## src/rtl/fifo_w2_if.sv

```systemverilog
// fifo_w2_if: write-side handshake/status bundle of the async FIFO write stage.
// Carries wovf only when FIFO_WOVF_EN is defined.
interface fifo_w2_if #(parameter int Addr_Width = 4);
  logic                  winc;
  logic [Addr_Width:0]   wq2_rptr;
  logic [Addr_Width-1:0] waddr;
  logic [Addr_Width:0]   wptr;
  logic                  wfull;
  logic                  walmost_full;
  logic [Addr_Width:0]   wlevel;
`ifdef FIFO_WOVF_EN
  logic                  wovf;
  modport master (output winc, wq2_rptr, input waddr, wptr, wfull, walmost_full, wlevel, wovf);
  modport slave  (input winc, wq2_rptr, output waddr, wptr, wfull, walmost_full, wlevel, wovf);
`else
  modport master (output winc, wq2_rptr, input waddr, wptr, wfull, walmost_full, wlevel);
  modport slave  (input winc, wq2_rptr, output waddr, wptr, wfull, walmost_full, wlevel);
`endif
endinterface

```

## src/rtl/fifo_w2.sv

```systemverilog
// fifo_w2: async FIFO write pointer, Gray pointer, full/almost-full and fill level.
// Define FIFO_WOVF_EN to add the sticky overflow flag wovf.
module fifo_w2 #(
  parameter int Addr_Width  = 4,
  parameter int Afull_Level = 14
) (
  input  logic     wclk,
  input  logic     wrst_n,
  fifo_w2_if.slave w
);
  localparam int AW = Addr_Width;
  localparam logic [AW:0] AFL = (AW+1)'(Afull_Level);
  logic [AW:0] wbin, wbin_next, wgray_next, rbin, lvl_next;
  logic accept, full_next;
  for (genvar i = 0; i <= AW; i++) begin : g_g2b
    assign rbin[i] = ^(w.wq2_rptr >> i);
  end
  always_comb begin
    accept     = w.winc & ~w.wfull;
    wbin_next  = wbin + {{AW{1'b0}}, accept};
    wgray_next = wbin_next ^ (wbin_next >> 1);
    lvl_next   = wbin_next - rbin;
    full_next  = wgray_next == {~w.wq2_rptr[AW:AW-1], w.wq2_rptr[AW-2:0]};
  end
  always_ff @(posedge wclk) begin
    if (!wrst_n) begin
      wbin           <= '0;
      w.waddr        <= '0;
      w.wptr         <= '0;
      w.wfull        <= 1'b0;
      w.walmost_full <= 1'b0;
      w.wlevel       <= '0;
    end else begin
      wbin           <= wbin_next;
      w.waddr        <= wbin_next[AW-1:0];
      w.wptr         <= wgray_next;
      w.wfull        <= full_next;
      w.walmost_full <= lvl_next >= AFL;
      w.wlevel       <= lvl_next;
    end
  end
`ifdef FIFO_WOVF_EN
  always_ff @(posedge wclk) begin
    w.wovf <= !wrst_n ? 1'b0 : (w.wovf | (w.winc & w.wfull));
  end
`endif
endmodule

```

## src/flat_wrapper.sv

```systemverilog
// flat-port wrapper written by rule: the top's interface ports become plain ports
module fifo_w2_flat 
#(
  parameter int Addr_Width  = 4,
  parameter int Afull_Level = 14
)
  (wclk, wrst_n, w_winc, w_wq2_rptr, w_waddr, w_wptr, w_wfull, w_walmost_full, w_wlevel);
  fifo_w2_if #(.Addr_Width(Addr_Width)) w_i ();
  input  logic wclk;
  input  logic wrst_n;
  input wire logic [$bits(w_i.winc)-1:0] w_winc;
  input wire logic [$bits(w_i.wq2_rptr)-1:0] w_wq2_rptr;
  output wire logic [$bits(w_i.waddr)-1:0] w_waddr;
  output wire logic [$bits(w_i.wptr)-1:0] w_wptr;
  output wire logic [$bits(w_i.wfull)-1:0] w_wfull;
  output wire logic [$bits(w_i.walmost_full)-1:0] w_walmost_full;
  output wire logic [$bits(w_i.wlevel)-1:0] w_wlevel;
  assign w_i.winc = w_winc;
  assign w_i.wq2_rptr = w_wq2_rptr;
  assign w_waddr = w_i.waddr;
  assign w_wptr = w_i.wptr;
  assign w_wfull = w_i.wfull;
  assign w_walmost_full = w_i.walmost_full;
  assign w_wlevel = w_i.wlevel;
  fifo_w2 #(.Addr_Width(Addr_Width), .Afull_Level(Afull_Level)) u_core (.wclk(wclk), .wrst_n(wrst_n), .w(w_i));
endmodule
```

## config.mk

```make
export PLATFORM = sky130hd
export DESIGN_NAME = fifo_w2_flat
export DESIGN_NICKNAME = d
export VERILOG_FILES = /design/src/rtl/fifo_w2_if.sv /design/src/rtl/fifo_w2.sv /design/src/flat_wrapper.sv
export SDC_FILE = /design/constraint.sdc
export NUM_CORES = 1
export LEC_CHECK = 0
export CAP_MARGIN = 20
export CORE_MARGIN = 3
export CORE_UTILIZATION = 48
export DETAILED_ROUTE_END_ITERATION = 16
export PLACE_DENSITY = 0.78
export SLEW_MARGIN = 20
export SYNTH_ARGS = -nofsm -noshare
export SYNTH_HDL_FRONTEND = slang
export SYNTH_SLANG_ARGS = --single-unit
```

## constraint.sdc

```tcl
create_clock -name wclk -period 3.31 [get_ports wclk]
set_clock_uncertainty 0.1 [all_clocks]
set_input_delay 0.662 -clock wclk [delete_from_list [all_inputs] [get_ports wclk]]
set_output_delay 0.662 -clock wclk [all_outputs]
set_load 0.02 [all_outputs]
```

==> flow_metrics.env <==
export IMPL_status="complete, no violations"
export IMPL_firstDrtPassIters=4
export IMPL_seqCellArea_um2=320
export IMPL_setup_viol=0
export IMPL_vias=789
export IMPL_dieArea_um2=2640
export IMPL_viasPerCell=4.96
export IMPL_cts_path_max_buffers=2
export IMPL_routedWlPerCell_um=11.8
export IMPL_hold_viol=0
export IMPL_fin_area_um2=1310
export IMPL_p_seq_frac=0.386
export IMPL_drv_slew=0
export IMPL_antenna_found_initial=0
export IMPL_coreArea_um2=1840
export IMPL_clk_pin_slew_worst_paths_ns=0.09
export IMPL_worst_pin_slew_ns=0.572
export IMPL_synth_avg_cell_area_um2=9.34
export IMPL_ys_seq_area_frac=0.324
export IMPL_dieHeight_um=51.4
export IMPL_drc=0
export IMPL_cp_end_kind="register"
export IMPL_hold_class="register to register"
export IMPL_syn_area_um2=990
export IMPL_grt_usage=0.177
export IMPL_fin_cells=159
export IMPL_syn_nets=118
export IMPL_syn2layout_area_growth_pct=32.6
export IMPL_clock_fmax_mhz=317
export IMPL_cts_root_buffer="clkbuf_4"
export IMPL_slew_headroom=0.618
export IMPL_dp_hpwl_um=1470
export IMPL_worstPathArrival_ns=3.25
export IMPL_yosysWarnings=0
export IMPL_cts_tree="done"
export IMPL_htreeDepth=1
export IMPL_whs_ns=0.546
export IMPL_clk_latency_ns=0.29
export IMPL_grt_first_pass_wirelength_um=3480
export IMPL_ir_drop_mv=0.207
export IMPL_multi_input_area_um2=612
export IMPL_wl_um=1880
export IMPL_clock_sinks=16
export IMPL_swShare=0.312
export IMPL_io_buffers=23
export IMPL_synth_cells=106
export IMPL_hold_buffers=0
export IMPL_p_comb_frac=0.389
export IMPL_drive_gt1_frac=0.142
export IMPL_path_max_fanout=3
export IMPL_row_count=15
export IMPL_crit_type="primary input to register"
export IMPL_dp_cells=155
export IMPL_finish_net_count=147
export IMPL_maxCapViolations=0
export IMPL_fillers=155
export IMPL_min_period_ns=3.15
export IMPL_design_portCount=24
export IMPL_powerDensity_nw_per_um2=448
export IMPL_switchingPower_uw=184
export IMPL_synth_seq_cells=16
export IMPL_fp_dieW_um=51.4
export IMPL_grt_ovfl_total=0
export IMPL_cp_start_kind="primary input"
export IMPL_grt_max_degree=17
export IMPL_synth_cell_type_count=32
export IMPL_crit_required_ns=3.40
export IMPL_first_global_vias=791
export IMPL_gp_congestion=0.774
export IMPL_cts_made_buffers=3
export IMPL_start_util=0.538
export IMPL_finalCritPeriodShare=0.953
export IMPL_drtIter0Drc=5
export IMPL_p_leak_nw=0.518
export IMPL_placed_area_um2=1270
export IMPL_diodes=0
export IMPL_intPower_uw=405
export IMPL_power_clock_fraction=0.225
export IMPL_ant_nets=0
## per-stage QoR
step                total power [mW]  utilization  TNS [ns]  setup WS [ns]
detailed placement             0.461        0.690    -0.353         -0.189
floorplan                      0.374            -         0          0.335
global route                   0.625        0.714  -0.00111       -0.00111
CTS                            0.595        0.710         0          0.128
global placement               0.458        0.690    -0.206         -0.121
finish                         0.589        0.714         0          0.155
## path summary, 6_finish.rpt
check        cells after the start                    end  slack [ns]             start
max                             11  u_core.w.walmost_full        0.16     w_wq2_rptr[4]
min                              2       u_core.w.wptr[3]        0.55  u_core.w.wptr[4]
max reg2reg                      9  u_core.w.walmost_full        0.93    u_core.w.wfull
min reg2reg                      2       u_core.w.wptr[3]        0.55  u_core.w.wptr[4]
## what timing repair did
item                                    in CTS  in global routing
buffers inserted                             0                  0
gates resized for setup                      0                  1
endpoints found under the setup margin       0                  2
## sequential cells by signal (all words and copies together) (netlist names)
name	cells
u_core.w.waddr	3
u_core.w.wfull	1
u_core.w.walmost_full	1
u_core.w.wlevel	5
u_core.w.wptr	5
u_core.wbin	1
## worst max-delay path: stages
cell	delay (ns)
clkdlybuf4s50_1	0.57
xor2_2	0.19
xnor2_1	0.17
xor2_1	0.24
xnor2_1	0.10
ha_1	0.23
fa_1	0.39
o31a_1	0.31
nand3_1	0.10
xor2_1	0.09
a32o_1	0.22
## synthesized netlist by cell type
cell,n,share of area
ha_1,3,0.038
and2_2,1,0.0076
and4b_1,1,0.010
dfxtp_1,16,0.32
xnor2_1,17,0.15
nand3b_1,1,0.0076
o211ai_1,1,0.0076
nor2_1,3,0.011
nor2b_1,8,0.051
a32o_1,1,0.010
clkbuf_1,4,0.015
buf_6,2,0.023
and3b_2,1,0.010
and4_1,1,0.0089
xnor2_4,1,0.028
o22ai_1,1,0.0063
a21oi_1,5,0.025
mux2_2,1,0.011
fa_1,1,0.020
and2b_2,1,0.0089
nor4_1,1,0.0063
inv_1,6,0.023
a21boi_0,1,0.0076
buf_2,1,0.0051
a22oi_1,1,0.0076
o31a_1,1,0.0089
nand3_1,5,0.025
xor2_1,7,0.062
and2_1,6,0.038
nand2_1,2,0.0076
a221oi_2,1,0.015
o21ai_0,4,0.020
## power groups by stage
stage	Sequential, mW	Clock (mW)	Combinational, mW
2_1_floorplan	0.260	0	0.115
3_3_place_gp	0.232	0	0.226
3_5_place_dp	0.232	0	0.229
4_1_cts	0.227	0.137	0.231
5_1_grt	0.231	0.144	0.251
6_report	0.227	0.132	0.229
## area by class of cell
class                           instances  share of cell area
Inverter                                6              0.0172
Sequential cell                        16               0.244
Multi-Input combinational cell         77               0.466
Tap cell                               25              0.0238
Timing Repair Buffer                   31               0.221
Clock buffer                            4              0.0276
## placed cells by master, fill, tap and decap left out
cell / n
a21boi_0: 1
a21oi_1: 5
a221oi_2: 1
a22oi_1: 1
a32o_1: 1
and2_1: 6
and2_2: 1
and2b_2: 1
and3b_2: 1
and4_1: 1
and4b_1: 1
buf_4: 8
clkbuf_4: 3
clkbuf_8: 1
clkdlybuf4s50_1: 23
dfxtp_1: 16
fa_1: 1
ha_1: 3
inv_1: 6
mux2_2: 1
nand2_1: 2
nand3_1: 5
nand3b_1: 1
nor2_1: 3
nor2b_1: 8
nor4_1: 1
o211ai_1: 1
o21ai_0: 4
o22ai_1: 1
o31a_1: 1
xnor2_1: 17
xnor2_4: 1
xor2_1: 6
xor2_2: 1
## cells by family (layout without fill, tap and decap cells)
| family | after synthesis | in the layout | share of synthesized area |
|---|---|---|---|
| multiplexers | 1 | 1 | 0.0114 |
| buffers and inverters | 13 | 41 | 0.0657 |
| XOR/XNOR | 25 | 25 | 0.240 |
| AND/OR/NAND/NOR | 31 | 31 | 0.192 |
| flip-flops | 16 | 16 | 0.324 |
| adder cells (fa/ha/maj) | 4 | 4 | 0.0582 |
| AO/OA/AOI/OAI | 16 | 16 | 0.109 |
## routing by layer
layer / up-vias / GRT usage / wire, µm
met2: 18 / 0.303 / 896
met3: 5 / 0.0350 / 84
met1: 355 / 0.207 / 857
li1: 411 / - / -
met5: - / 0 / 0
met4: 0 / 0.0917 / 42
(Power assumes the default switching activity.)
